`src/rtl/mdu_iter_divider_pkg.sv`:
```
// Shared types and constants for the iterative divider.
// FSM encoding, counter sizing and divide-by-zero result.
package mdu_iter_divider_pkg;

  localparam int XLEN  = 32;
  localparam int CNT_W = 6;

  localparam logic [XLEN-1:0] DIV_ZERO_QUOTIENT = 32'hFFFF_FFFF;

  typedef enum logic [1:0] {
    ST_IDLE = 2'd0,
    ST_PREP = 2'd1,
    ST_ITER = 2'd2,
    ST_FIX  = 2'd3
  } div_state_e;

endpackage

```
`src/rtl/mdu_iter_divider_clz.sv`:
```
// Count leading zeros of a 32-bit value.
// Returns 32 for an all-zero input.
module mdu_iter_divider_clz
  import mdu_iter_divider_pkg::*;
(
  input  logic [XLEN-1:0]  i_val,
  output logic [CNT_W-1:0] o_cnt
);

  // Highest set bit wins since the loop walks upward.
  always_comb begin
    o_cnt = CNT_W'(XLEN);
    for (int i = 0; i < XLEN; i++) begin
      if (i_val[i]) o_cnt = CNT_W'(XLEN - 1 - i);
    end
  end

endmodule

```
`src/rtl/mdu_iter_divider.sv`:
```
// Radix-2 restoring divider for DIV/DIVU, quotient -> LO, remainder -> HI.
// Leading zeros of the dividend magnitude are skipped when EARLY_OUT is set.
module mdu_iter_divider
  import mdu_iter_divider_pkg::*;
#(
  parameter int WIDTH     = 32,
  parameter bit EARLY_OUT = 1'b1
) (
  input  logic             i_clk,
  input  logic             i_rst_n,
  input  logic             i_start,
  input  logic             i_signed,
  input  logic [WIDTH-1:0] i_dividend,
  input  logic [WIDTH-1:0] i_divisor,
  input  logic             i_cancel,
  output logic             o_busy,
  output logic             o_done,
  output logic [WIDTH-1:0] o_quotient,
  output logic [WIDTH-1:0] o_remainder,
  output logic             o_div_zero
);

  div_state_e       state_q, state_d;
  logic [CNT_W-1:0] cnt_q, cnt_d;
  logic [CNT_W-1:0] n_q, n_d;
  logic [XLEN-1:0]  dvd_q, dvd_d;
  logic [XLEN-1:0]  dsr_q, dsr_d;
  logic [XLEN-1:0]  rem_q, rem_d;
  logic [XLEN-1:0]  raw_q, raw_d;
  logic             negq_q, negq_d;
  logic             negr_q, negr_d;
  logic             busy_q, busy_d;
  logic             done_q, done_d;
  logic [XLEN-1:0]  quo_q, quo_d;
  logic [XLEN-1:0]  rmo_q, rmo_d;
  logic             dz_q, dz_d;

  logic [CNT_W-1:0] clz;
  logic [CNT_W-1:0] z;
  logic [CNT_W-1:0] n_calc;
  logic             a_neg;
  logic             b_neg;
  logic [XLEN:0]    rem_sh;
  logic [XLEN:0]    rem_sub;
  logic             ge;

  mdu_iter_divider_clz u_clz (
    .i_val (dvd_q),
    .o_cnt (clz)
  );

  // Operand signs, early-out shift amount and one restoring step.
  always_comb begin
    a_neg   = i_signed & i_dividend[XLEN-1];
    b_neg   = i_signed & i_divisor[XLEN-1];
    z       = EARLY_OUT ? clz : '0;
    n_calc  = CNT_W'(XLEN) - z;
    rem_sh  = {rem_q, dvd_q[XLEN-1]};
    rem_sub = rem_sh - {1'b0, dsr_q};
    ge      = rem_sh >= {1'b0, dsr_q};
  end

  // Next-state and datapath control for IDLE -> PREP -> ITER -> FIX.
  always_comb begin
    state_d = state_q;
    cnt_d   = cnt_q;
    n_d     = n_q;
    dvd_d   = dvd_q;
    dsr_d   = dsr_q;
    rem_d   = rem_q;
    raw_d   = raw_q;
    negq_d  = negq_q;
    negr_d  = negr_q;
    busy_d  = busy_q;
    done_d  = 1'b0;
    quo_d   = quo_q;
    rmo_d   = rmo_q;
    dz_d    = dz_q;
    if (state_q != ST_IDLE && i_cancel) begin
      state_d = ST_IDLE;
      busy_d  = 1'b0;
    end else begin
      unique case (state_q)
        ST_IDLE: begin
          busy_d = 1'b0;
          if (i_start && !i_cancel) begin
            dvd_d   = a_neg ? -i_dividend : i_dividend;
            dsr_d   = b_neg ? -i_divisor : i_divisor;
            raw_d   = i_dividend;
            negq_d  = a_neg ^ b_neg;
            negr_d  = a_neg;
            busy_d  = 1'b1;
            state_d = ST_PREP;
          end
        end
        ST_PREP: begin
          dvd_d   = dvd_q << z;
          n_d     = n_calc;
          rem_d   = '0;
          cnt_d   = '0;
          state_d = (dsr_q == '0 || n_calc == '0) ? ST_FIX : ST_ITER;
        end
        ST_ITER: begin
          dvd_d = {dvd_q[XLEN-2:0], ge};
          rem_d = ge ? rem_sub[XLEN-1:0] : rem_sh[XLEN-1:0];
          cnt_d = cnt_q + 1'b1;
          if (cnt_d == n_q) state_d = ST_FIX;
        end
        ST_FIX: begin
          if (dsr_q == '0) begin
            quo_d = DIV_ZERO_QUOTIENT;
            rmo_d = raw_q;
            dz_d  = 1'b1;
          end else begin
            quo_d = negq_q ? -dvd_q : dvd_q;
            rmo_d = negr_q ? -rem_q : rem_q;
            dz_d  = 1'b0;
          end
          done_d  = 1'b1;
          state_d = ST_IDLE;
        end
      endcase
    end
  end

  // All state and registered outputs.
  always_ff @(posedge i_clk or negedge i_rst_n) begin
    if (!i_rst_n) begin
      state_q <= ST_IDLE;
      cnt_q   <= '0;
      n_q     <= '0;
      dvd_q   <= '0;
      dsr_q   <= '0;
      rem_q   <= '0;
      raw_q   <= '0;
      negq_q  <= 1'b0;
      negr_q  <= 1'b0;
      busy_q  <= 1'b0;
      done_q  <= 1'b0;
      quo_q   <= '0;
      rmo_q   <= '0;
      dz_q    <= 1'b0;
    end else begin
      state_q <= state_d;
      cnt_q   <= cnt_d;
      n_q     <= n_d;
      dvd_q   <= dvd_d;
      dsr_q   <= dsr_d;
      rem_q   <= rem_d;
      raw_q   <= raw_d;
      negq_q  <= negq_d;
      negr_q  <= negr_d;
      busy_q  <= busy_d;
      done_q  <= done_d;
      quo_q   <= quo_d;
      rmo_q   <= rmo_d;
      dz_q    <= dz_d;
    end
  end

  assign o_busy      = busy_q;
  assign o_done      = done_q;
  assign o_quotient  = quo_q;
  assign o_remainder = rmo_q;
  assign o_div_zero  = dz_q;

endmodule

```
`config.mk`:
```
export PLATFORM = sky130hd
export DESIGN_NAME = mdu_iter_divider
export DESIGN_NICKNAME = d
export VERILOG_FILES = /design/src/rtl/mdu_iter_divider_pkg.sv /design/src/rtl/mdu_iter_divider_clz.sv /design/src/rtl/mdu_iter_divider.sv
export SDC_FILE = /design/constraint.sdc
export NUM_CORES = 1
export LEC_CHECK = 0
export ABC_AREA = 0
export CAP_MARGIN = 20
export CORE_MARGIN = 2
export CORE_UTILIZATION = 32
export CTS_BUF_LIST = sky130_fd_sc_hd__clkbuf_4 sky130_fd_sc_hd__clkbuf_8
export CTS_CLUSTER_DIAMETER = 30
export DETAILED_ROUTE_END_ITERATION = 16
export PLACE_DENSITY_LB_ADDON = 0.08
export RECOVER_POWER = 50
export SKIP_CTS_REPAIR_TIMING = 1
export SYNTH_ARGS = -nofsm -noshare
export SYNTH_HDL_FRONTEND = slang
export SYNTH_SLANG_ARGS = --single-unit
```
`constraint.sdc`:
```
create_clock -name i_clk -period 6.4 [get_ports i_clk]
set_input_delay 0.64 -clock i_clk [delete_from_list [all_inputs] [get_ports i_clk]]
set_output_delay 0.64 -clock i_clk [all_outputs]
set_load 0.005 [all_outputs]
```
==> results.ini <==
[run_status]
outcome=finished with violations
failed_checks=hold timing, capacitance limit, slew limit

[clock_network]
cts_max_path_buffers=3
cts_buffers=61
htree_num_levels=2
cts_sinks=211
clock_latency_ns=0.66
root_buffer=clkbuf_8
cts_tree=done
clk_pin_slew_worst_paths_ns=0.05

[global_routing]
track_usage_pct=23.5
first_global_vias=14300
grt_overflow=0
grt_pass1_wl_um=90000
grt_antenna_before_repair=1
grt_max_degree=131

[synthesis]
synth_seq_cells=211
synth_edf_count=0
yosysUniqueCellTypes=82
synthArstFlopShare_pct=100
postSynthAreaPerCell_sq_um=8.22
ys.flop_type=dfrtp_1
synth.cell_area_sq_um=15500
yosys_warnings=0
synth_cells=1890
ys_seq_area_share_pct=34.0
synth.net_count=2005

[timing]
setup_viol=0
worst_pin_slew_ns=3.48
relSlewSlack_pct=-132
holdWs_ns=-0.00813
finalCriticalPeriod_ns=4.22
slew_viol_final=131
setup_slack_ns=2.18
hold_viol=3
fin_crit_sh_pct=65.9
fmax_mhz=237
rsz0062_at_grt=no
skew_ns=0.0416
fin_tns_setup_ns=0

[setup_path]
crit_type=flop to flop
ff2ff_path_depth=14
critPathLaunchType=flop
crit_fanout=19
cp-end-kind=flop
cp.arrival_ns=4.72
cp_data_required_time_ns=6.91

[place]
portBuffers=135
place_congestion=0.942
dpl.hpwl_um=43900
place_ws_ns=2.22
placed_cells=2535

[routing]
drt-pass1-iter-count=7
vias=14800
wl_per_cell_um=22.4
first_iter_violations=1308
viasPerCell=5.56
finalWirelength_um=59500
drc_errors=0
ant_nets=0

[floorplanning]
boundaryPins=136
rows=80
start_util_pct=32.5
die_w_um=224
fp.coreArea_sq_um=47800
die_h_um=224
die-area_sq_um=50300

[run]
cap_violations=1

[final_layout]
fin_util_pct=39.6
nets=2100
syn2layout_area_growth_pct=22.0
final_cell_count_no_fill=2652
drive_above_1_share_pct=10.5

[min_path]
min_path_type=input port to asynchronous set/reset pin

[power]
power_density_nw_per_um2=522
leakagePower_nw=8.10
vdd_drop_max_v=0.000206

==> cell usage in the layout (no fill, tap or decap), types with 13 or more instances in the layout <==
cell | Yosys | routed
ha_1 | 45 | 45
clkbuf_8 | 0 | 73
a31oi_1 | 14 | 14
clkinv_2 | 0 | 16
dfrtp_1 | 211 | 211
nand3_1 | 33 | 32
nor4_1 | 28 | 28
o211ai_1 | 23 | 23
or3_1 | 19 | 19
inv_1 | 73 | 73
buf_4 | 4 | 23
nand2b_1 | 16 | 16
nor2_1 | 154 | 152
xor2_1 | 91 | 91
a221o_1 | 19 | 19
a21oi_1 | 155 | 154
xnor2_1 | 63 | 63
mux2i_1 | 42 | 42
mux2_2 | 38 | 38
nor3_1 | 31 | 31
a21o_1 | 16 | 16
clkdlybuf4s50_1 | 0 | 133
o41ai_1 | 13 | 13
o21ai_0 | 189 | 188
nand2_1 | 215 | 214
nand4_1 | 20 | 20
o31ai_1 | 34 | 34
o22ai_1 | 14 | 14
==> flip-flops by register name (all words and copies together) (netlist names) <==
signal	count
n_q	6
o_done	1
cnt_q	6
o_remainder	32
state_q	2
negq_q	1
rem_q	32
o_busy	1
o_quotient	32
o_div_zero	1
raw_q	32
dsr_q	32
dvd_q	32
negr_q	1
==> synthesized netlist by cell type (11+ instances only) <==
cell,n,share of area (%)
nand3_1,33,1.1
and2_1,11,0.44
mux2i_1,42,2.7
dfrtp_1,211,34
nor3_1,31,1.0
ha_1,45,3.6
o21ai_0,189,6.1
mux2_2,38,2.8
a21o_1,16,0.77
or3_1,19,0.76
nor4_1,28,1.1
nand2_1,215,5.2
o31ai_1,34,1.6
clkbuf_1,99,2.4
a21oi_1,155,5.0
o22ai_1,14,0.56
xor2_1,91,5.1
a221o_1,19,1.2
o211ai_1,23,1.1
inv_1,73,1.8
a221oi_1,11,0.62
nor2_1,154,3.7
nor2b_1,12,0.48
nand2b_1,16,0.64
o21a_1,12,0.58
xnor2_1,63,3.6
buf_1,11,0.27
buf_2,16,0.52
o41ai_1,13,0.73
a31oi_1,14,0.56
nand4_1,20,0.81
a22o_1,11,0.62
==> power breakdown <==
group / switching, mW / total (mW) / leakage, nW / internal [mW]
sequential: 0.722 / 2.58 / 2.66 / 1.86
combinational: 2.98 / 4.98 / 4.64 / 1.99
clock: 0.774 / 2.34 / 0.805 / 1.57
total: 4.48 / 9.90 / 8.10 / 5.42
==> area by class of cell <==
type,instances,area (sq um)
antenna,1,2.50
clock buffer,81,1060
clock inverter,33,483
fill,4955,28900
inverter,74,278
multi-input combinational,1474,9470
sequential,211,5280
tap,615,769
timing repair buffer,163,1600
==> per-stage QoR <==
step           power [mW]  hold slack (ns)  area (sq um)
2_1_floorplan        5.61            0.344         15500
3_3_place_gp         7.53            0.455         17400
3_5_place_dp         7.52            0.457         17400
4_1_cts              9.92         -0.00576         18900
5_1_grt              10.6          0.00143         18900
6_report             9.90         -0.00813         18900
==> worst paths after layout <==
kind	startpoint	end	slack (ns)
setup reg to reg	dvd_q[0]$_DFFE_PN0P_	dvd_q[28]$_DFFE_PN0P_	2.18
min in group i_clk	o_quotient[0]$_DFFE_PN0P_	o_quotient[0]$_DFFE_PN0P_	0.46
hold / removal	i_rst_n	o_remainder[21]$_DFFE_PN0P_	-0.008
setup / recovery	dvd_q[0]$_DFFE_PN0P_	dvd_q[28]$_DFFE_PN0P_	2.18
hold reg to reg	o_quotient[0]$_DFFE_PN0P_	o_quotient[0]$_DFFE_PN0P_	0.46
max in group asynchronous	i_rst_n	cnt_q[0]$_DFFE_PN0P_	2.58
==> layer usage <==
metal	up-vias	GRT usage, %	routed length, um
met5	-	0	0
met4	0	7.58	1610
met3	93	3.71	3310
met2	478	36.2	26300
met1	7128	33.5	28300
li1	7057	-	-
==> critical path: stages, from the launching register on <==
cell and delay [ns]:
dfrtp_1 0.47, inv_1 0.18, ha_1 0.23, inv_1 0.06, ha_1 0.16, nor2b_1 0.13
o311ai_0 0.34, a31oi_1 0.19, o21a_1 0.22, inv_1 0.66, o211ai_1 0.31, a311oi_1 0.61
a31oi_1 0.15, o2111ai_1 0.23, a21oi_1 0.10
==> cell families (layout without fill, tap and decap cells) <==
logic type	after synthesis	after routing	share of synthesized area, %
AO/OA/AOI/OAI	606	606	24.8
XOR/XNOR	154	154	8.68
adder cells (fa/ha/maj)	46	46	3.75
buffers and inverters	205	351	5.23
flip-flops	211	211	34.0
multiplexers	85	85	6.18
other	0	1	0
AND/OR/NAND/NOR	583	583	17.4
Note: power is estimated with default switching activity, not from simulation.
